## src/rtl/multi_tick_gen_if.sv

```systemverilog
// Configuration, enable and tick/status signals of the multi-channel tick generator.
interface multi_tick_gen_if #(
  parameter int NUM_CH = 4,
  parameter int CNT_W  = 24
);
  logic [NUM_CH-1:0] en;
  logic              load;
  logic [3:0]        load_ch;
  logic [CNT_W-1:0]  load_div;
  logic              load_oneshot;
  logic [NUM_CH-1:0] tick_out;
  logic [NUM_CH-1:0] sq_out;
  logic [NUM_CH-1:0] busy;
  logic              cfg_err;

  modport master (
    output en, load, load_ch, load_div, load_oneshot,
    input  tick_out, sq_out, busy, cfg_err
  );

  modport slave (
    input  en, load, load_ch, load_div, load_oneshot,
    output tick_out, sq_out, busy, cfg_err
  );
endinterface

```

## src/rtl/multi_tick_gen.sv

```systemverilog
// Programmable per-channel clock divider: tick pulse and square wave of period D, optional one-shot.
// All outputs registered (1 cycle after the causing edge); no backpressure, loads are fire-and-forget.
module multi_tick_gen #(
  parameter int NUM_CH      = 4,
  parameter int CNT_W       = 24,
  parameter int DEFAULT_DIV = 10_000_000
) (
  input logic             clk,
  input logic             rst,
  multi_tick_gen_if.slave bus
);

  logic [CNT_W-1:0]  cnt_q [NUM_CH];
  logic [CNT_W-1:0]  cnt_d [NUM_CH];
  logic [CNT_W-1:0]  div_q [NUM_CH];
  logic [CNT_W-1:0]  div_d [NUM_CH];
  logic [NUM_CH-1:0] mode_q, mode_d;
  logic [NUM_CH-1:0] done_q, done_d;
  logic [NUM_CH-1:0] tick_q, tick_d;
  logic [NUM_CH-1:0] sq_q, sq_d;
  logic [NUM_CH-1:0] busy_q, busy_d;
  logic              cfg_err_q, cfg_err_d;
  logic              load_ok;
  logic              wrap;
  logic [CNT_W-1:0]  cnt_nxt;

  always_comb begin
    load_ok   = bus.load && ({1'b0, bus.load_ch} < 5'(NUM_CH))
                && (bus.load_div >= CNT_W'(2));
    cfg_err_d = bus.load && !load_ok;
    mode_d    = mode_q;
    done_d    = done_q;
    tick_d    = '0;
    sq_d      = '0;
    busy_d    = '0;
    wrap      = 1'b0;
    cnt_nxt   = '0;
    for (int i = 0; i < NUM_CH; i++) begin
      cnt_d[i] = '0;
      div_d[i] = div_q[i];
      if (load_ok && (bus.load_ch == 4'(i))) begin
        // A load overrides both a coincident wrap and a falling enable.
        div_d[i]  = bus.load_div;
        mode_d[i] = bus.load_oneshot;
        done_d[i] = 1'b0;
      end else if (!bus.en[i]) begin
        done_d[i] = 1'b0;
      end else if (!done_q[i]) begin
        wrap      = (cnt_q[i] == (div_q[i] - CNT_W'(1)));
        cnt_nxt   = wrap ? '0 : (cnt_q[i] + CNT_W'(1));
        cnt_d[i]  = cnt_nxt;
        tick_d[i] = wrap;
        done_d[i] = wrap && mode_q[i];
        sq_d[i]   = !(wrap && mode_q[i]) && (cnt_nxt >= (div_q[i] >> 1));
      end
      busy_d[i] = bus.en[i] && !done_d[i];
    end
  end

  always_ff @(posedge clk or posedge rst) begin
    if (rst) begin
      for (int i = 0; i < NUM_CH; i++) begin
        cnt_q[i] <= '0;
        div_q[i] <= CNT_W'(DEFAULT_DIV);
      end
      mode_q    <= '0;
      done_q    <= '0;
      tick_q    <= '0;
      sq_q      <= '0;
      busy_q    <= '0;
      cfg_err_q <= 1'b0;
    end else begin
      for (int i = 0; i < NUM_CH; i++) begin
        cnt_q[i] <= cnt_d[i];
        div_q[i] <= div_d[i];
      end
      mode_q    <= mode_d;
      done_q    <= done_d;
      tick_q    <= tick_d;
      sq_q      <= sq_d;
      busy_q    <= busy_d;
      cfg_err_q <= cfg_err_d;
    end
  end

  assign bus.tick_out = tick_q;
  assign bus.sq_out   = sq_q;
  assign bus.busy     = busy_q;
  assign bus.cfg_err  = cfg_err_q;

endmodule
```

## src/flat_wrapper.sv

```systemverilog
// flat-port wrapper written by rule: the top's interface ports become plain ports
module multi_tick_gen_flat 
#(
  parameter int NUM_CH      = 4,
  parameter int CNT_W       = 24,
  parameter int DEFAULT_DIV = 10_000_000
)
  (clk, rst, bus_en, bus_load, bus_load_ch, bus_load_div, bus_load_oneshot, bus_tick_out, bus_sq_out, bus_busy, bus_cfg_err);
  multi_tick_gen_if #(.NUM_CH(NUM_CH), .CNT_W(CNT_W)) bus_i ();
  input logic clk;
  input logic rst;
  input wire logic [$bits(bus_i.en)-1:0] bus_en;
  input wire logic [$bits(bus_i.load)-1:0] bus_load;
  input wire logic [$bits(bus_i.load_ch)-1:0] bus_load_ch;
  input wire logic [$bits(bus_i.load_div)-1:0] bus_load_div;
  input wire logic [$bits(bus_i.load_oneshot)-1:0] bus_load_oneshot;
  output wire logic [$bits(bus_i.tick_out)-1:0] bus_tick_out;
  output wire logic [$bits(bus_i.sq_out)-1:0] bus_sq_out;
  output wire logic [$bits(bus_i.busy)-1:0] bus_busy;
  output wire logic [$bits(bus_i.cfg_err)-1:0] bus_cfg_err;
  assign bus_i.en = bus_en;
  assign bus_i.load = bus_load;
  assign bus_i.load_ch = bus_load_ch;
  assign bus_i.load_div = bus_load_div;
  assign bus_i.load_oneshot = bus_load_oneshot;
  assign bus_tick_out = bus_i.tick_out;
  assign bus_sq_out = bus_i.sq_out;
  assign bus_busy = bus_i.busy;
  assign bus_cfg_err = bus_i.cfg_err;
  multi_tick_gen #(.NUM_CH(NUM_CH), .CNT_W(CNT_W), .DEFAULT_DIV(DEFAULT_DIV)) u_core (.clk(clk), .rst(rst), .bus(bus_i));
endmodule
```

## config.mk

```make
export PLATFORM = sky130hd
export DESIGN_NAME = multi_tick_gen_flat
export DESIGN_NICKNAME = d
export VERILOG_FILES = /design/src/rtl/multi_tick_gen_if.sv /design/src/rtl/multi_tick_gen.sv /design/src/flat_wrapper.sv
export SDC_FILE = /design/constraint.sdc
export NUM_CORES = 1
export LEC_CHECK = 0
export ABC_AREA = 0
export BUFFER_PORTS_ARGS = -buffer_cell sky130_fd_sc_hd__buf_2
export CAP_MARGIN = 20
export CORE_ASPECT_RATIO = 1.2
export CORE_MARGIN = 5
export CORE_UTILIZATION = 30
export CTS_CLUSTER_DIAMETER = 40
export CTS_CLUSTER_SIZE = 24
export DETAILED_ROUTE_END_ITERATION = 10
export MAX_ROUTING_LAYER = met4
export SETUP_SLACK_MARGIN = 0.15
export SYNTH_ARGS = -nofsm -noshare
export SYNTH_HDL_FRONTEND = slang
export SYNTH_SLANG_ARGS = --single-unit
```

## constraint.sdc

```tcl
create_clock -name clk -period 6.7 [get_ports clk]
set_clock_uncertainty 0.15 [all_clocks]
set_input_delay 0.335 -clock clk [delete_from_list [all_inputs] [get_ports clk]]
set_output_delay 0.335 -clock clk [all_outputs]
set_load 0.02 [all_outputs]
```

# Word-level counts from Yosys, hierarchy flattened
# Cells that the tools add are included.
# totals
regBits	213
inputBits	36
# classes
n_mux	52
n_eq_ne	7
magnitude_cmp	6
n_reduce_logical	29
addsub	8
# op_table
cell	n
$mux 24	16
$add 24x1->24 const B	4
$eq 24x24->1	4
$ge 24x23->1	4
$sub 24x1->24 const B	4
$mux 1	36
$ge 24x2->1 const B	1
$logic_and 1x1->1	19
$logic_not 1->1	9
$eq 4x2->1 const B	2
$eq 4x1->1 const B	1
$logic_not 4->1	1
$lt 4x3->1 const B	1

# Logic depth before layout (Yosys ltp)
# Gate-level depths: netlist (run 1).
# depth
word_depth	8
depth_mapped	21
depth_no_buf	19

# Worst setup path after synthesis (run 1)
# Ideal clock, no wire load.
# synth_timing
path_kind	register to register
from	register u_core.div_q[74] (netlist name)
to	register u_core.sq_q[0], in the netlist u_core.bus.sq_out[0]
path_buffers	3
period_less_slack_ns	4.706
path_stages_with_launch	20
arrival_ns	4.427
path_slack_ns	1.994
path_cell_list	dfrtp_1 -> buf_2 -> or4_1 -> buf_2 -> nor4_2 -> a31oi_1 -> or4_1 -> nor4_1 -> and4_1 -> buf_2 -> nor2_1 -> ha_1 -> a21o_1 -> a31oi_1 -> o21ai_0 -> a2111o_1 -> a211oi_1 -> o21ai_0 -> a21oi_1 -> o32ai_1
# synth_via
elab_chain_len	8
# synth_rtl
element	line_no	rtl
start: declaration	multi_tick_gen.sv:15	logic [CNT_W-1:0] div_q [NUM_CH];
start signal: indexed assignment	multi_tick_gen.sv:64	div_q[i] <= CNT_W'(DEFAULT_DIV);
start signal: indexed assignment	multi_tick_gen.sv:75	div_q[i] <= div_d[i];
$sub 24x1->24	multi_tick_gen.sv:49	wrap = (cnt_q[i] == (div_q[i] - CNT_W'(1)));
$eq 24x24->1	multi_tick_gen.sv:49	
$mux 24 or $logic_and 1x1->1 (tied branches)	multi_tick_gen.sv:50, multi_tick_gen.sv:54	
$ge 24x23->1 or $logic_not 1->1 (tied branches)	multi_tick_gen.sv:54	sq_d[i] = !(wrap && mode_q[i]) && (cnt_nxt >= (div_q[i] >> 1));
$logic_and 1x1->1 *	multi_tick_gen.sv:54	
$mux 1 *	multi_tick_gen.sv:48	end else if (!done_q[i]) begin
$mux 1 *	multi_tick_gen.sv:46	end else if (!bus.en[i]) begin
$mux 1 *	multi_tick_gen.sv:41	if (load_ok && (bus.load_ch == 4'(i))) begin
via u_core.sq_d[0]	multi_tick_gen.sv:20	logic [NUM_CH-1:0] sq_q, sq_d;
end signal: assignment	multi_tick_gen.sv:80	sq_q <= sq_d;
end: declaration	multi_tick_gen.sv:20	
# The timed path passes the listed nets; every way through them passes the cells marked *.
# A chain may end at the register's enable or synchronous reset.

# Worst setup path after layout (run 1)
# layout_timing
from	register u_core.div_q[24] (netlist name)
to	register u_core.sq_q[2], in the netlist u_core.bus.sq_out[2]
# layout_via
elab_chain_len	8
# layout_rtl
element	line_no
$sub 24x1->24 *	multi_tick_gen.sv:49
$eq 24x24->1 *	multi_tick_gen.sv:49
$mux 24 or $logic_and 1x1->1 (tied branches)	multi_tick_gen.sv:50, multi_tick_gen.sv:54
$ge 24x23->1 or $logic_not 1->1 (tied branches)	multi_tick_gen.sv:54
$logic_and 1x1->1 *	multi_tick_gen.sv:54
$mux 1 *	multi_tick_gen.sv:48
$mux 1 *	multi_tick_gen.sv:46
$mux 1 *	multi_tick_gen.sv:41
via u_core.sq_d[2]	multi_tick_gen.sv:20
# Marked as above.

==> results.yml, run 1 <==
outcome:
  status: "complete, no violations"
power_and_ir_drop:
  leakage_nw: 7.60
  cellPowerDensity_mw_per_mm2: 254
  clkPwrFrac: 0.368
  seqPwrFrac: 0.390
  p_sw_frac: 0.349
  peakVddDrop_mv: 0.206
  p_sw_mw: 1.54
  combPwrFrac: 0.242
  intPower_mw: 2.86
grt:
  grt_pass1_wl_um: 69200
  grt_pass1_vias: 13000
  antenna_found_initial: 1
  grt_max_degree: 140
  grt_usage: 0.155
  globalRoute.totalOverflow: 0
sta:
  maxSlewViolCount: 0
  setup_viol: 0
  fmax_ghz: 0.183
  slew-limit-headroom: 0.335
  tightestPinTransition_ns: 0.998
  rsz0062_at_grt: "false"
  timing_hold_violations_final: 0
  fin_crit_ns: 5.47
  finalWorstSetupSlack_ns: 1.23
  post-route-period-util: 0.817
  finalSetupTns_ns: 0
  holdWs_ns: 0.107
placed_design:
  post-place-cells: 2397
  pre_cts_ws_ns: 1.29
  dp.final_hpwl_um: 32300
  gp_congestion: 0.899
  dpl_cell_area_mm2: 0.0160
  io_buffers: 48
logic_synthesis:
  synth-edff-count: 0
  synthesis.nets: 1900
  ys_seq_elements: 213
  synth-seq-area-share: 0.354
  synthDistinctLibCells: 75
  synth_top_flop_cell: "dfrtp_1"
  synth_cells: 1764
  async_flop_share: 1.00
  netlist_area_mm2: 0.0152
  ys_warn_count: 0
  syn-mean-instance-area_um2: 8.60
layout:
  fillCellCount: 5127
  instances_no_fill: 2483
  layout.nets: 1952
  multi_input_area_mm2: 0.00900
  areaGrowthSynthToFinish_pct: 14.3
  design_area_mm2: 0.0173
  drive_gt1_frac: 0.124
  register_area_mm2: 0.00537
clock_tree:
  clk_pin_slew_worst_paths_ns: 0.06
  cts_num_sinks: 213
  cts_made_buffers: 28
  clockBufferDepth: 3
  htreeDepth: 1
  cts-resized-gates: 0
  cts_tree: "built"
  cts_setup_buffers: 0
  clk_root_buffer_cell: "clkbuf_16"
  clk-insertion-delay-late_ns: 0.57
  cts-hold-fix-buffers: 31
setup_path:
  critPathMaxFanout: 17
  crit_start: "u_core.div_q[24]"
  crit-reg2reg-launch: "u_core.div_q[24]"
  crit_chain: "inv_1, ha_1, or4b_2, nor4_2, a211oi_1, or4b_1, a2111oi_2, o2111a_1, nor2_1, ha_1, a21oi_1, a21boi_0, o2111ai_1, a211o_1, a31oi_1, nand3b_1, a21oi_1"
  cp.arrival_ns: 5.80
  start_kind: "flip-flop"
  crit_slowest_cell: "o2111a_1"
  path_class: "flip-flop to flip-flop"
  required_ns: 7.02
  slowest_delay_ns: 0.66
  end_kind: "flip-flop"
die:
  die_w_um: 215
  fp-row-count: 90
  die-area_mm2: 0.0552
  design.core.area_mm2: 0.0502
  start_util: 0.302
  die_h_um: 256
  io_pins: 49
route:
  route.antenna.remaining_nets: 0
  viasPerCell: 5.19
  routed-via-count: 12900
  drt-pass1-iter-count: 6
  wire_per_inst_um: 17.0
  wl_um: 42100
  first_iter_violations: 853
  drc: 0
hold_path:
  hp-class: "input port to flip-flop"
  hold_start: "bus_load_ch[0]"
run:
  max-cap-violations: 0
## critical path, delay by kind of cell, from the launching register on
family	cells	cell delay [ns]
buffers and inverters	1	0.13
and+or+nand+nor	5	1.81
DFF	1	0.40
adders and majority gates	2	0.66
AOI/OAI and AO/OA	9	2.20
## per-layer routing
layer  up-vias  track usage  routed length [um]
li1       6323            -                   -
met1      6183        0.187               17800
met2       278        0.259               20300
met3       104       0.0164                1720
met4         0       0.0772                2350
met5         -            -                   0
## placed cells by master, fill, tap and decap left out, types with 31 or more instances in the layout
master	instances
nand4_1	39
nand3_1	62
nand2_1	143
inv_1	115
xor2_1	100
o21ai_0	115
buf_2	48
xnor2_1	91
a21oi_1	40
dlygate4sd3_1	31
nor3_1	45
dfrtp_1	181
dfstp_2	32
ha_1	100
nor2_1	225
nor4_1	37
## synth_stat cells, types with 9 or more instances
cell      instances  area [um2]
a21oi_1          40         200
or3_1            14        87.6
o21ai_0         115         576
or4_1            22         165
mux2_2           29         327
dfstp_2          32         841
a31oi_1          14        87.6
nor2b_1          18         113
nor3_1           45         225
nand4_1          39         244
nand2_1         143         537
o211ai_1          9        67.6
and3_1           28         175
and4_1           17         149
nor2_1          225         845
buf_2            13        65.1
inv_1           116         435
clkbuf_1         49         184
xor2_1          100         876
nor4_1           37         231
nor3b_1          12        90.1
ha_1            100        1250
a211oi_1         15         113
nand3_1          62         310
nor2_2           20         125
xnor2_1          91         797
dfrtp_1         181        4530
mux2i_1           9        90.1
nand2b_1         18         113
## worst paths after layout
path / end / slack (ns) / depth (start not counted)
setup / recovery: u_core.bus.sq_out[2] / 1.23 / 17
hold / removal: u_core.mode_q[2] / 0.11 / 3
setup reg to reg: u_core.bus.sq_out[2] / 1.23 / 17
hold reg to reg: u_core.bus.tick_out[2] / 0.32 / 1
max in group asynchronous: u_core.cnt_q[68] / 4.96 / 4
min in group asynchronous: u_core.cnt_q[77] / 0.16 / 3
## area by class of cell
type,count,area share
Multi-Input combinational cell,1361,0.519
Sequential cell,213,0.310
Tap cell,644,0.0465
Clock buffer,30,0.0414
Timing Repair Buffer,96,0.0402
Inverter,116,0.0255
Clock inverter,22,0.0180
Antenna cell,1,0.000144
## logic make-up after synthesis
kind of cell               count (synthesis)  synth area share
buffers and inverters                    190            0.0537
muxes                                     38            0.0275
adders and majority gates                100            0.0824
DFF                                      213             0.354
and+or+nand+nor                          751             0.253
AOI/OAI and AO/OA                        281             0.119
xor gates and xnor gates                 191             0.110
## power by group through the flow
stage	clock network, mW	logic [mW]	registers (mW)
6_report	1.62	1.07	1.72
5_1_grt	1.71	1.21	1.75
4_1_cts	1.66	1.07	1.71
3_5_place_dp	0	1.05	1.73
3_3_place_gp	0	1.02	1.73
2_1_floorplan	0	0.830	1.63
## through the flow
step	util	power, mW
floorplan	-	2.46
CTS	0.345	4.44
detailed placement	0.318	2.78
finish	0.345	4.40
global placement	0.318	2.75
global route	0.345	4.67
## registers in the layout (all words and copies together), names as in the netlist
| name | flops |
|---|---|
| u_core.bus.busy | 4 |
| u_core.bus.cfg_err | 1 |
| u_core.bus.sq_out | 4 |
| u_core.bus.tick_out | 4 |
| u_core.cnt_q | 96 |
| u_core.div_q | 96 |
| u_core.done_q | 4 |
| u_core.mode_q | 4 |
Note: power is estimated with default switching activity, not from simulation.
==> run 2, diff against run 1 <==
==> constraint.sdc (replaced) <==
create_clock -name clk -period 5.6 [get_ports clk]
set_clock_uncertainty 0.15 [all_clocks]
set_input_delay 0.28 -clock clk [delete_from_list [all_inputs] [get_ports clk]]
set_output_delay 0.28 -clock clk [all_outputs]
set_load 0.02 [all_outputs]
==> run 2 against run 1 <==
  * Cell count up 0.48%
  * Setup slack worse by 0.73 ns
  * Combinational power up 22%
  * Power up 20%
  * Sequential share of layout area down 0.18 points
  * Wire length up 1.6%
  * Design area up 0.57%
  * First-iteration DRC count down 2.2%
  * Register-to-register slack worse by 0.73 ns
  * Largest cell class unchanged
==> results.yml, run 2 (synthesis gave the netlist of run 1 again) <==
route:
  drc: 0
  viasPerCell: 5.18
  first_iter_violations: 834
  drt-pass1-iter-count: 5
  routed-via-count: 12900
  wire_per_inst_um: 17.1
  route.antenna.remaining_nets: 0
  wl_um: 42800
layout:
  largestRegisters: "u_core.cnt_q x96, u_core.div_q x96"
  design_area_mm2: 0.0174
  mostFrequentLayoutCell: "nor2_1"
  fillCellCount: 5147
  drive_gt1_frac: 0.132
  multi_input_area_mm2: 0.00902
  layout.nets: 1963
  utilization: 0.347
  areaGrowthSynthToFinish_pct: 15.0
  register_area_mm2: 0.00537
  mostFrequentLayoutCells: "nor2_1, dfrtp_1, nand2_1"
grt:
  grt_pass1_wl_um: 69000
  grt_usage: 0.156
  grt_pass1_vias: 13000
  antenna_found_initial: 2
  globalRoute.totalOverflow: 0
  grt_max_degree: 113
die:
  die_h_um: 256
  die_w_um: 215
  start_util: 0.302
  fp-row-count: 90
  io_pins: 49
  design.core.area_mm2: 0.0502
  die-area_mm2: 0.0552
clock_tree:
  cts_num_sinks: 213
  clk_root_buffer_cell: "clkbuf_16"
  clk_pin_slew_worst_paths_ns: 0.07
  clk-insertion-delay-late_ns: 0.57
  cts_tree: "built"
  clockBufferDepth: 3
  htreeDepth: 1
  cts_made_buffers: 28
power_and_ir_drop:
  leakage_nw: 7.65
  power_mw: 5.30
  peakVddDrop_mv: 0.238
  cellPowerDensity_mw_per_mm2: 304
sta:
  fmax_ghz: 0.196
  rsz0062_at_grt: "false"
  timing_hold_violations_final: 0
  maxSlewViolCount: 0
  finalSetupTns_ns: 0
  slew-limit-headroom: 0.338
  fin_crit_ns: 5.10
  tightestPinTransition_ns: 0.992
  setup_viol: 0
  post-route-period-util: 0.911
outcome:
  status: "complete, no violations"
setup_path:
  start_kind: "flip-flop"
  slowest_delay_ns: 0.64
  required_ns: 5.94
  path_class: "flip-flop to flip-flop"
  crit_chain: "inv_1, ha_1, or4b_2, nor4_2, a211oi_1, or4b_1, a2111oi_2, o2111a_2, nor2_1, ha_1, a21oi_1, a21boi_0, o2111ai_1, a211o_1, a31oi_1, nand3b_1, a21oi_1"
  end_kind: "flip-flop"
  crit_slowest_cell: "or4b_2"
  path_buf_inv: 1
  critPathTopFamily: "compound AO/OA/AOI/OAI gates"
  critPathMaxFanout: 10
  cp.arrival_ns: 5.44
  r2r_slack_ns: 0.50
placed_design:
  io_buffers: 48
  dpl_cell_area_mm2: 0.0161
  gp_congestion: 0.884
  dp.final_hpwl_um: 32800
hold_path:
  hp-class: "input port to flip-flop"
run:
  max-cap-violations: 0
run 2: worst paths after layout:
check,startpoint,end,cells past startpoint
setup / recovery,u_core.div_q[25],u_core.bus.sq_out[2],17
hold / removal,bus_load_ch[0],u_core.mode_q[2],3
setup reg to reg,u_core.div_q[25],u_core.bus.sq_out[2],17
hold reg to reg,u_core.done_q[2],u_core.bus.tick_out[2],1
max in group asynchronous,rst,u_core.cnt_q[93],4
min in group asynchronous,rst,u_core.cnt_q[48],3
run 2: cell type report:
type,instances,area share
antenna,2,0.000287
clock buffer,30,0.0418
clock inverter,22,0.0174
inverter,116,0.0252
multi-input combinational,1361,0.517
sequential,213,0.308
tap,644,0.0462
timing repair buffer,107,0.0443
run 2: timing repair:
| item | 4_1_cts | 5_1_grt |
|---|---|---|
| hold buffers | 31 | 0 |
| gates resized for setup | 0 | 7 |
| buffers inserted | 0 | 1 |
| setup endpoints to repair | 0 | 3 |
| hold endpoints to repair | 133 | 0 |
run 2: tightest hold or removal path: stages:
cell     delay (ns)
buf_2          0.12
or3b_2         0.22
o21ai_0        0.10
run 2: stage by stage:
stage,worst slack [ns],cells,hold WS (ns)
after global placement,0.295,2409,0.269
after global routing,0.151,2495,0.0671
after floorplan,0.894,1764,0.239
after detailed placement,0.228,2409,0.275
final,0.498,2495,0.0631
after CTS,0.174,2492,0.0184
run 2: where the power goes:
group	internal (mW)	leakage (nW)	switching [mW]
Clock	1.10	0.502	0.842
Combinational	0.552	4.43	0.755
Sequential	1.76	2.71	0.284
Total	3.41	7.65	1.88
run 2: layer usage:
| metal | GRT usage | vias up | part of all wire |
|---|---|---|---|
| met3 | 0.0171 | 112 | 0.039 |
| li1 | - | 6342 | - |
| met2 | 0.266 | 301 | 0.48 |
| met1 | 0.184 | 6177 | 0.43 |
| met5 | - | - | 0 |
| met4 | 0.0766 | 0 | 0.054 |
==> run 3, diff against run 2 <==
==> constraint.sdc (replaced) <==
create_clock -name clk -period 5.3 [get_ports clk]
set_clock_uncertainty 0.15 [all_clocks]
set_input_delay 0.265 -clock clk [delete_from_list [all_inputs] [get_ports clk]]
set_output_delay 0.265 -clock clk [all_outputs]
set_load 0.02 [all_outputs]
==> run 3 against run 2 <==
  * Sequential share of layout area down 0.26 points
  * Wire length decreased by 0.62%
  * Via count increased by 0.22%
  * Critical endpoint unchanged
  * First-iteration DRC count fell by 7.7%
  * Hold slack worse by 0.016 ns
==> results.yml, run 3 (synthesis gave the netlist of run 1 again) <==
power_and_ir_drop:
  seqPwrFrac: 0.386
  leakage_nw: 7.72
  cellPowerDensity_mw_per_mm2: 318
  clkPwrFrac: 0.362
  p_sw_mw: 2.00
  peakVddDrop_mv: 0.210
  p_sw_frac: 0.358
  intPower_mw: 3.60
  combPwrFrac: 0.252
layout:
  largestRegisters: "u_core.cnt_q x96, u_core.div_q x96"
  mostFrequentLayoutCells: "nor2_1, dfrtp_1, nand2_1"
  areaGrowthSynthToFinish_pct: 15.9
  drive_gt1_frac: 0.137
  instances_no_fill: 2508
  layout.nets: 1977
  mostFrequentLayoutCell: "nor2_1"
route:
  wl_um: 42500
  wire_per_inst_um: 16.9
  drc: 0
  viasPerCell: 5.17
  first_iter_violations: 770
  routed-via-count: 13000
  drt-pass1-iter-count: 7
  route.antenna.remaining_nets: 0
sta:
  maxSlewViolCount: 0
  tightestPinTransition_ns: 0.956
  finalSetupTns_ns: 0
  rsz0062_at_grt: "true"
  fin_crit_ns: 4.83
  post-route-period-util: 0.912
  timing_hold_violations_final: 0
  slew-limit-headroom: 0.363
  setup_viol: 0
  fmax_ghz: 0.207
grt:
  grt_pass1_vias: 13200
  antenna_found_initial: 1
  globalRoute.totalOverflow: 0
  grt_usage: 0.156
  grt_pass1_wl_um: 69400
  grt_max_degree: 117
placed_design:
  gp_congestion: 0.927
  post-place-cells: 2421
  dp.final_hpwl_um: 33000
  io_buffers: 48
run:
  max-cap-violations: 0
setup_path:
  slowest_delay_ns: 0.65
  critPathTopFamily: "simple AND/OR/NAND/NOR gates"
  cp.arrival_ns: 5.16
  path_class: "flip-flop to flip-flop"
  end_kind: "flip-flop"
  crit_slowest_cell: "or4b_2"
  path_buf_inv: 2
  crit_chain: "inv_1, ha_4, or4b_2, nor4_4, a211oi_1, or4b_1, a2111oi_4, o2111a_2, buf_12, nor2_1, ha_1, nand3_1, a21boi_0, o2111ai_1, a211o_1, a31oi_2, nand3b_1, a21oi_1"
  start_kind: "flip-flop"
  required_ns: 5.62
  critPathMaxFanout: 23
clock_tree:
  clockBufferDepth: 3
  clk_root_buffer_cell: "clkbuf_16"
  clk_pin_slew_worst_paths_ns: 0.06
  cts_num_sinks: 213
  cts_made_buffers: 29
  htreeDepth: 1
  cts_tree: "built"
  clk-insertion-delay-late_ns: 0.56
hold_path:
  hp-class: "input port to flip-flop"
die:
  fp-row-count: 90
  die_w_um: 215
  start_util: 0.302
  design.core.area_mm2: 0.0502
  die_h_um: 256
  die-area_mm2: 0.0552
  io_pins: 49
outcome:
  status: "complete, no violations"
-- run 3: cell count changes in the layout (fill, tap and decap cells not counted), sizes merged --
cell         before  now
clkinvlp          1    2
bufinv            2    1
clkbuf           30   32
diode             2    1
buf              76   88
inv             124  125
dlygate4sd3      31   32
clkinv           11    9
-- run 3: per-stage QoR --
stage | cell area, um2 | setup slack (ns) | util | power [mW] | hold slack, ns
CTS | 17500 | 0.244 | 0.349 | 5.63 | 0.0137
floorplan | 15200 | 0.594 | - | 3.12 | 0.224
global route | 17600 | 0.136 | 0.350 | 5.93 | 0.0747
global placement | 16200 | 0.387 | 0.322 | 3.51 | 0.313
detailed placement | 16200 | 0.274 | 0.322 | 3.55 | 0.326
finish | 17600 | 0.467 | 0.350 | 5.60 | 0.0473
-- run 3: tightest hold or removal path, delay by kind of cell --
kind | cells | cell delay [ns]
and+or+nand+nor | 1 | 0.22
buffers and inverters | 1 | 0.10
AOI/OAI and AO/OA | 1 | 0.11
-- run 3: power by group through the flow --
stage	logic, mW	clock network [mW]	registers [mW]
2_1_floorplan	1.05	0	2.07
3_3_place_gp	1.34	0	2.17
3_5_place_dp	1.37	0	2.18
4_1_cts	1.39	2.08	2.15
5_1_grt	1.58	2.15	2.20
6_report	1.41	2.03	2.16
-- run 3: cell type report --
cell class / count / area (um2)
fill: 5146 / 32600
sequential: 213 / 5370
tap: 644 / 806
clock inverter: 21 / 279
multi-input combinational: 1361 / 9060
timing repair buffer: 120 / 886
clock buffer: 32 / 747
inverter: 116 / 439
antenna: 1 / 2.50
-- run 3: worst paths after layout --
kind | to | startpoint | cells past startpoint | slack (ns)
max | u_core.bus.sq_out[2] | u_core.div_q[24] | 18 | 0.47
min | u_core.mode_q[2] | bus_load_ch[0] | 3 | 0.05
max reg2reg | u_core.bus.sq_out[2] | u_core.div_q[24] | 18 | 0.47
min reg2reg | u_core.bus.tick_out[2] | u_core.done_q[2] | 1 | 0.34
max in group asynchronous | u_core.cnt_q[40] | rst | 4 | 3.42
min in group asynchronous | u_core.div_q[28] | rst | 3 | 0.29
-- run 3: per-layer routing --
metal / vias up / GRT usage / part of all wire
met5: - / - / 0
met4: 0 / 0.0692 / 0.045
met3: 109 / 0.0156 / 0.036
met2: 256 / 0.267 / 0.49
met1: 6223 / 0.186 / 0.43
li1: 6372 / - / -
-- run 3: repair_timing --
item | CTS | global route
endpoints found under the hold margin | 142 | 0
buffers inserted | 0 | 1
endpoints found under the setup margin | 0 | 4
gates resized for setup | 0 | 12
hold buffers | 32 | 0
